## config.mk

```make
export PLATFORM = sky130hd
export DESIGN_NAME = midi_voice_allocator
export DESIGN_NICKNAME = d
export VERILOG_FILES = /design/src/rtl/midi_voice_allocator.sv
export SDC_FILE = /design/constraint.sdc
export NUM_CORES = 1
export LEC_CHECK = 0
export ABC_AREA = 1
export CAP_MARGIN = 20
export CORE_UTILIZATION = 29
export CTS_CLUSTER_DIAMETER = 120
export CTS_CLUSTER_SIZE = 28
export DETAILED_ROUTE_END_ITERATION = 12
export DONT_BUFFER_PORTS = 1
export PLACE_DENSITY = 0.43
export SLEW_MARGIN = 20
export SYNTH_ARGS = -nofsm -noshare
export SYNTH_HDL_FRONTEND = slang
export SYNTH_SLANG_ARGS = --single-unit
```

## constraint.sdc

```tcl
create_clock -name clk -period 11.9 [get_ports clk]
set_clock_uncertainty 0.2 [all_clocks]
set_input_delay 0 -clock clk [delete_from_list [all_inputs] [get_ports clk]]
set_output_delay 0 -clock clk [all_outputs]
set_load 0.01 [all_outputs]
```

## src/rtl/midi_voice_allocator.sv

```systemverilog
// MIDI note-event voice allocator.
// Takes one MIDI message per accepted event, classifies it as note-on or note-off
// and assigns it to a voice slot: retrigger first, then an idle slot, then steal the oldest.
module midi_voice_allocator #(
    parameter int unsigned NUM_VOICES = 4
) (
    input  logic                    clk,
    input  logic                    n_rst,
    input  logic                    data_ready,
    input  logic [31:0]             MIDI_data,
    output logic                    busy,
    output logic                    event_dropped,
    output logic [8*NUM_VOICES-1:0] voice_pitch,
    output logic [NUM_VOICES-1:0]   voice_active,
    output logic [NUM_VOICES-1:0]   voice_trigger
);

    localparam int unsigned IDX_W   = (NUM_VOICES > 1) ? $clog2(NUM_VOICES) : 1;
    localparam int unsigned PITCH_W = 8;
    localparam int unsigned AGE_W   = 8;
    localparam logic [PITCH_W-1:0] IDLE_PITCH = 8'hFF;
    localparam logic [AGE_W-1:0]   AGE_MAX    = 8'hFF;

    typedef enum logic [1:0] {
        IDLE   = 2'd0,
        DECODE = 2'd1,
        UPDATE = 2'd2
    } state_e;

    typedef enum logic [1:0] {
        OP_NONE = 2'd0,
        OP_ON   = 2'd1,
        OP_OFF  = 2'd2
    } op_e;

    state_e                                 state_q, state_d;
    op_e                                    op_q, op_d;
    logic [IDX_W-1:0]                       tgt_q, tgt_d;
    logic [3:0]                             status_q, status_d;
    logic [PITCH_W-1:0]                     pitch_q, pitch_d;
    logic [7:0]                             vel_q, vel_d;
    logic [NUM_VOICES-1:0][PITCH_W-1:0]     vpitch_q, vpitch_d;
    logic [NUM_VOICES-1:0][AGE_W-1:0]       age_q, age_d;
    logic [NUM_VOICES-1:0]                  active_q, active_d;
    logic [NUM_VOICES-1:0]                  trigger_q, trigger_d;
    logic                                   busy_q, busy_d;
    logic                                   dropped_q, dropped_d;

    logic                                   is_on_c;
    logic                                   is_off_c;
    logic                                   match_hit_c;
    logic [IDX_W-1:0]                       match_idx_c;
    logic                                   idle_hit_c;
    logic [IDX_W-1:0]                       idle_idx_c;
    logic [IDX_W-1:0]                       old_idx_c;
    logic [AGE_W-1:0]                       old_age_c;

    // The channel nibble and top byte of MIDI_data carry nothing this block uses.
    logic unused_bits;
    assign unused_bits = ^{MIDI_data[31:24], MIDI_data[19:16]};

    // Message classification from the captured status nibble and velocity.
    always_comb begin
        is_on_c  = (status_q == 4'h9) && (vel_q != 8'd0);
        is_off_c = (status_q == 4'h8) || ((status_q == 4'h9) && (vel_q == 8'd0));
    end

    // Candidate slots: first pitch match, first idle slot, oldest slot (ties to lowest index).
    always_comb begin
        match_hit_c = 1'b0;
        match_idx_c = '0;
        idle_hit_c  = 1'b0;
        idle_idx_c  = '0;
        old_idx_c   = '0;
        old_age_c   = age_q[0];
        for (int unsigned i = 0; i < NUM_VOICES; i++) begin
            if (!match_hit_c && active_q[i] && (vpitch_q[i] == pitch_q)) begin
                match_hit_c = 1'b1;
                match_idx_c = IDX_W'(i);
            end
            if (!idle_hit_c && !active_q[i]) begin
                idle_hit_c = 1'b1;
                idle_idx_c = IDX_W'(i);
            end
            if (age_q[i] > old_age_c) begin
                old_age_c = age_q[i];
                old_idx_c = IDX_W'(i);
            end
        end
    end

    // Next-state and voice-update logic.
    always_comb begin
        state_d   = state_q;
        op_d      = op_q;
        tgt_d     = tgt_q;
        status_d  = status_q;
        pitch_d   = pitch_q;
        vel_d     = vel_q;
        vpitch_d  = vpitch_q;
        age_d     = age_q;
        active_d  = active_q;
        trigger_d = '0;
        dropped_d = 1'b0;

        case (state_q)
            IDLE: begin
                if (data_ready) begin
                    status_d = MIDI_data[23:20];
                    pitch_d  = MIDI_data[15:8];
                    vel_d    = MIDI_data[7:0];
                    state_d  = DECODE;
                end
            end

            DECODE: begin
                dropped_d = data_ready;
                if (is_on_c) begin
                    op_d    = OP_ON;
                    tgt_d   = match_hit_c ? match_idx_c : (idle_hit_c ? idle_idx_c : old_idx_c);
                    state_d = UPDATE;
                end else if (is_off_c) begin
                    op_d    = match_hit_c ? OP_OFF : OP_NONE;
                    tgt_d   = match_idx_c;
                    state_d = UPDATE;
                end else begin
                    op_d    = OP_NONE;
                    state_d = IDLE;
                end
            end

            UPDATE: begin
                dropped_d = data_ready;
                for (int unsigned i = 0; i < NUM_VOICES; i++) begin
                    if (op_q == OP_ON) begin
                        if (IDX_W'(i) == tgt_q) begin
                            vpitch_d[i]  = pitch_q;
                            active_d[i]  = 1'b1;
                            age_d[i]     = '0;
                            trigger_d[i] = 1'b1;
                        end else if (active_q[i] && (age_q[i] != AGE_MAX)) begin
                            age_d[i] = age_q[i] + AGE_W'(1);
                        end
                    end else if ((op_q == OP_OFF) && (IDX_W'(i) == tgt_q)) begin
                        vpitch_d[i] = IDLE_PITCH;
                        active_d[i] = 1'b0;
                        age_d[i]    = '0;
                    end
                end
                state_d = IDLE;
            end

            default: state_d = IDLE;
        endcase

        busy_d = (state_d != IDLE);
    end

    // State and output registers; reset discards any pending event.
    always_ff @(posedge clk or negedge n_rst) begin
        if (!n_rst) begin
            state_q   <= IDLE;
            op_q      <= OP_NONE;
            tgt_q     <= '0;
            status_q  <= '0;
            pitch_q   <= '0;
            vel_q     <= '0;
            vpitch_q  <= {NUM_VOICES{IDLE_PITCH}};
            age_q     <= '0;
            active_q  <= '0;
            trigger_q <= '0;
            busy_q    <= 1'b0;
            dropped_q <= 1'b0;
        end else begin
            state_q   <= state_d;
            op_q      <= op_d;
            tgt_q     <= tgt_d;
            status_q  <= status_d;
            pitch_q   <= pitch_d;
            vel_q     <= vel_d;
            vpitch_q  <= vpitch_d;
            age_q     <= age_d;
            active_q  <= active_d;
            trigger_q <= trigger_d;
            busy_q    <= busy_d;
            dropped_q <= dropped_d;
        end
    end

    assign busy          = busy_q;
    assign event_dropped = dropped_q;
    assign voice_pitch   = vpitch_q;
    assign voice_active  = active_q;
    assign voice_trigger = trigger_q;

endmodule

```

## Yosys cells after proc, flatten, opt, wreduce, memory -nomap -nowiden

Cells that the tools add are included.
W data, S select, Z words.

- Memory bits (read-only): 0
- Input port bits: 35
- Flip-flop bits (word level): 100
- Memories kept: 0
- Bits in writable memories: 0
- Latch bits: 0

- Add/sub/neg operators: 4
- Multipliers: 0
- Bitwise logic cells: 0
- Reduce and logical (&&, ||, !) cells: 50
- Equality and inequality tests: 25
- Order comparisons: 3
- Muxes and demuxes: 80
- Divide/modulo/power cells: 0
- Shifts and indexed selects: 0

Operators by type and width:

| kind | count |
|---|---|
| $mux W8 | 30 |
| $add A8 B1 Y8 const B | 4 |
| $eq A8 B8 Y1 | 4 |
| $mux W1 | 32 |
| $mux W2 | 16 |
| $ne A8 B8 Y1 const B | 4 |
| $gt A8 B8 Y1 | 3 |
| $reduce_and A3 Y1 | 8 |
| $logic_and A1 B1 Y1 | 20 |
| $reduce_bool A2 Y1 | 6 |
| $eq A4 B4 Y1 const B | 2 |
| $logic_not A1 Y1 | 8 |
| $logic_not A8 Y1 | 1 |
| $reduce_bool A8 Y1 | 1 |
| $ne A3 B1 Y1 const B | 2 |
| $ne A3 B3 Y1 const B | 2 |
| $eq A2 B1 Y1 const B | 2 |
| $eq A2 B2 Y1 const A | 2 |
| $eq A2 B2 Y1 const B | 2 |
| $logic_not A2 Y1 | 2 |
| $mux W4 | 1 |
| $ne A2 B1 Y1 const B | 2 |
| $ne A2 B2 Y1 const B | 2 |
| $pmux W2 S2 | 1 |
| 4 further kinds | 5 |

## Logic depth before layout (Yosys ltp)

- Depth in word-level cells: 18
- Mapped depth: 36

## Least setup slack after synthesis

OpenSTA, ideal clock, no wires.

- Path type: register -> register
- Start point: register age_q[3] (netlist name)
- End point: register tgt_q[0]
- Period minus slack after synthesis: 3909 ps
- Setup time: 117 ps
- Data required time: 11583 ps
- Stages on the path, launching flop included: 32
- Setup slack: 7991 ps
- Arrival: 3592 ps
- Path through: dfrtp_1 -> inv_1 -> ha_1 -> nand2_1 -> inv_1 -> nand2_1 -> nand2_1 -> nand2_1 -> a21oi_2 -> buf_2 -> nand2_1 -> o21ai_0 -> ha_1 -> nand2_1 -> inv_1 -> nand2_1 -> nand2_1 -> nand2_1 -> nand2_1 -> nand2_1 -> clkbuf_1 -> o21ai_0 -> ha_1 -> a21o_1 -> nor2_1 -> nand2_1 -> a21oi_1 -> nand2_1 -> nand2_1 -> inv_1 -> nor2_1 -> nor2_1

- Word-level cells in the longest chain between the ends: 9
- Elaborated cells on any way between the ends: 11
- Those cells by class: 3 x order compare; 8 x mux

RTL lines:

| what | line | source |
|---|---|---|
| from (decl) | 43 | `logic [NUM_VOICES-1:0][AGE_W-1:0] age_q, age_d;` |
| from (signal assigned) | 182 | `age_q <= age_d;` |
| $gt A8 B8 Y1 | 85 | `if (age_q[i] > old_age_c) begin` |
| $mux W8 | 85 |  |
| $gt A8 B8 Y1 | 85 |  |
| $mux W8 | 85 |  |
| $gt A8 B8 Y1 | 85 |  |
| $mux W2 * | 85 |  |
| $mux W2 * (2 in series) | 120 | `tgt_d = match_hit_c ? match_idx_c : (idle_hit_c ? idle_idx_c : old_idx_c);` |
| $mux W2 * | 118 | `if (is_on_c) begin` |
| to (signal assigned) | 177 | `tgt_q <= tgt_d;` |
| to (decl) | 38 | `logic [IDX_W-1:0] tgt_q, tgt_d;` |

Mark *: on every way between the ends. The rest lies on a longest branch, timed or not.
A chain may end at the register's enable or synchronous reset.

## Worst setup path in the final report

Same ends and word-level chain as after synthesis.

==> qor.yml <==
status: "finished, final reports clean"
dpl.hpwl_mm: 12.3
coreArea_um2: 19700
critPathMostFrequentCell: "nand2_1"
grt_pass1_vias: 5026
reg2reg_depth: 29
slew_viol_final: 0
synth_warnings: 0
grt_usage_pct: 17.3
vias: 5067
max_cap_viol_count: 0
pwr-share-comb_pct: 36.4
finalCritPeriodShare_pct: 40.3
grt_pass1_wl_mm: 27.0
crit_required_ns: 11.96
cp-end-kind: "flip-flop"
std_cell_rows: 51
io_pins: 77
wl_per_cell_um: 15.8
path_class: "reg -> reg"
gp_congestion: 0.796
root_buffer: "clkbuf_16"
tns_ns: 0
placed_cell_area_um2: 6160
dieArea_um2: 20800
internal_power_w: 0.000759
worstHoldPathType: "in -> async"
postCtsSetupRepairBufs: 0
synthCells: 759
n_fill_cell: 2143
worst_slew_pin_slew_ns: 1.05
die_y_um: 144
seq_area_frac_synth_pct: 43.2
grt_overflow: 0
power.switching_w: 0.000585
synth-simple-area-share_pct: 25.2
ys_seq_elements: 100
numCtsBuffers: 9
top_usage_layer: "met2"
rsz0062_at_grt: "false"
worstPathBufferInverterCount: 4
synth_top_family_by_area: "simple AND/OR/NAND/NOR gates"
synth_compound_area_share_pct: 13.6
grt_max_degree: 101
cts_max_level: 3
cp.depth: 29
p_clk_share_pct: 21.8
ir_drop_mv: 0.0908
antenna_found_initial: 0
fin_area_um2: 6690
final_common_cell: "nand2_1"
cts.clk_slew.worst_paths_ns: 0.08
register_area_um2: 2540
cts_sinks: 100
path_max_fanout: 18
synth_fa_ha_area_share_pct: 6.60
setup_violations: 0
syn_avg_cell_area_um2: 7.75
multiInputGateArea_um2: 2850
drive_above_1_share_pct: 10.1
crit_family: "simple AND/OR/NAND/NOR gates"
relSlewSlack_pct: 30.0
drt_iter0_drc: 278
hold_viol_final: 0
ant_nets: 0
first_pass_iters: 4
tritoncts: "done"
fin_nets: 850
n_antenna_cell: 0
worst_path_max_delay_cell: "a21oi_2"
synthMuxAreaShare_pct: 1.72
synth_cell_types: 40
power.density_nw_per_um2: 201
met2_usage_pct: 28.9
p_leak_nw: 3.24
final_cell_mix: "nand2_1, nor2_1, inv_1"
area_growth_pct: 13.8
syn-cell-area_um2: 5880
met3_usage_pct: 4.70
fmax_mhz: 208
finish.utilization_pct: 34.0
clock_insertion_delay_worst_skew_ns: 0.36
gr-usage-met1_pct: 21.7
synth.net_count: 825
remaining_drc_errors: 0
period_needed_ns: 4.80
arrival_ns: 4.85
power.total_w: 0.00134
wl_mm: 16.7
p_seq_share_pct: 41.7
routed_via_density: 4.81
synth-xor-area-share_pct: 1.34
startpoint_type: "flip-flop"
switching_share_pct: 43.5
die_width_um: 144
slowest_delay_ns: 0.54
port_buffers: 0
initial_core_util_pct: 29.9
clk_path_buf_depth: 2
## worst register-to-register path, delay by kind of cell (launching register included)
| family | cells | cell delay (ns) |
|---|---|---|
| AO/OA/AOI/OAI | 5 | 1.29 |
| adder cells (fa/ha/maj) | 3 | 1.00 |
| AND/OR/NAND/NOR | 17 | 1.51 |
| buffers and inverters | 4 | 0.22 |
| flip-flops | 1 | 0.45 |
## layout make-up
class,instances,area share [%]
Multi-Input combinational cell,536,42.6
Sequential cell,100,38.0
Inverter,113,6.38
Tap cell,265,4.96
Timing Repair Buffer,24,3.82
Clock buffer,10,3.42
Clock inverter,6,0.842
## registers in the layout, summed over array words and instances, names as in the netlist
register / flops
vel_q: 8
op_q: 2
busy: 1
age_q: 32
voice_active: 4
tgt_q: 2
state_q: 2
event_dropped: 1
pitch_q: 8
voice_trigger: 4
status_q: 4
voice_pitch: 32
## per-stage QoR
step                      hold WS, ns  cells  setup slack, ns
after floorplan                -0.496    759             7.99
after global placement         -0.492   1015             7.12
after detailed placement       -0.491   1015             7.04
after CTS                      0.0994   1054             7.00
after global routing            0.103   1054             6.46
final                          0.0516   1054             7.10
## synthesized netlist by cell type (all sizes together)
master  instances  area share, %
o21a            4           0.51
xnor2           1           0.15
a21oi          48            4.1
nor4            2           0.21
o31ai           1           0.36
clkinv          6           0.38
a22oi          30            3.8
o32ai           1           0.15
mux2            9            1.7
o21ai          40            3.7
o21bai          1           0.13
o22ai           5           0.53
nand4          10            1.1
xor2            8            1.2
nor3           13            1.2
clkbuf          4           0.26
nor2           99            6.4
inv           107            6.9
nand3          38            3.3
a21o            2           0.26
buf             6           0.81
nand3b          2           0.26
nor3b           2           0.26
nand2         189             12
dfstp          32             14
ha             31            6.6
dfrtp          68             29
## kinds of logic after synthesis
| kind of cell | after synthesis |
|---|---|
| compound gates | 132 |
| buf+inv | 123 |
| flops | 100 |
| mux | 9 |
| simple gates | 355 |
| fa+ha+maj | 31 |
| xor+xnor | 9 |
## layer usage
metal / vias to the layer above / part of all wire, %
met2: 92 / 47
met1: 2435 / 46
met5: - / 0
met3: 12 / 5.7
li1: 2528 / -
met4: 0 / 1.2
## repair_timing
| item | 4_1_cts | 5_1_grt |
|---|---|---|
| resized for setup | 0 | 0 |
| hold buffers | 23 | 0 |
| endpoints found under the hold margin | 124 | 0 |
## power groups by stage
stage / registers, W / logic (W) / clock network, W
after floorplan: 0.000526 / 0.000371 / 0
after global placement: 0.000569 / 0.000474 / 0
after detailed placement: 0.000571 / 0.000481 / 0
after CTS: 0.000564 / 0.000498 / 0.000306
after global routing: 0.000576 / 0.000583 / 0.000317
final: 0.000560 / 0.000489 / 0.000294
## final timing paths
path / from / end / slack, ns
setup reg to reg: age_q[3] / tgt_q[0] / 7.10
setup / recovery: age_q[3] / tgt_q[0] / 7.10
min in group clk: MIDI_data[6] / vel_q[6] / 0.11
hold / removal: n_rst / age_q[28] / 0.05
hold reg to reg: vel_q[6] / vel_q[6] / 0.31
max in group asynchronous: n_rst / age_q[14] / 11.00
Power figures use the tool's default switching activity.
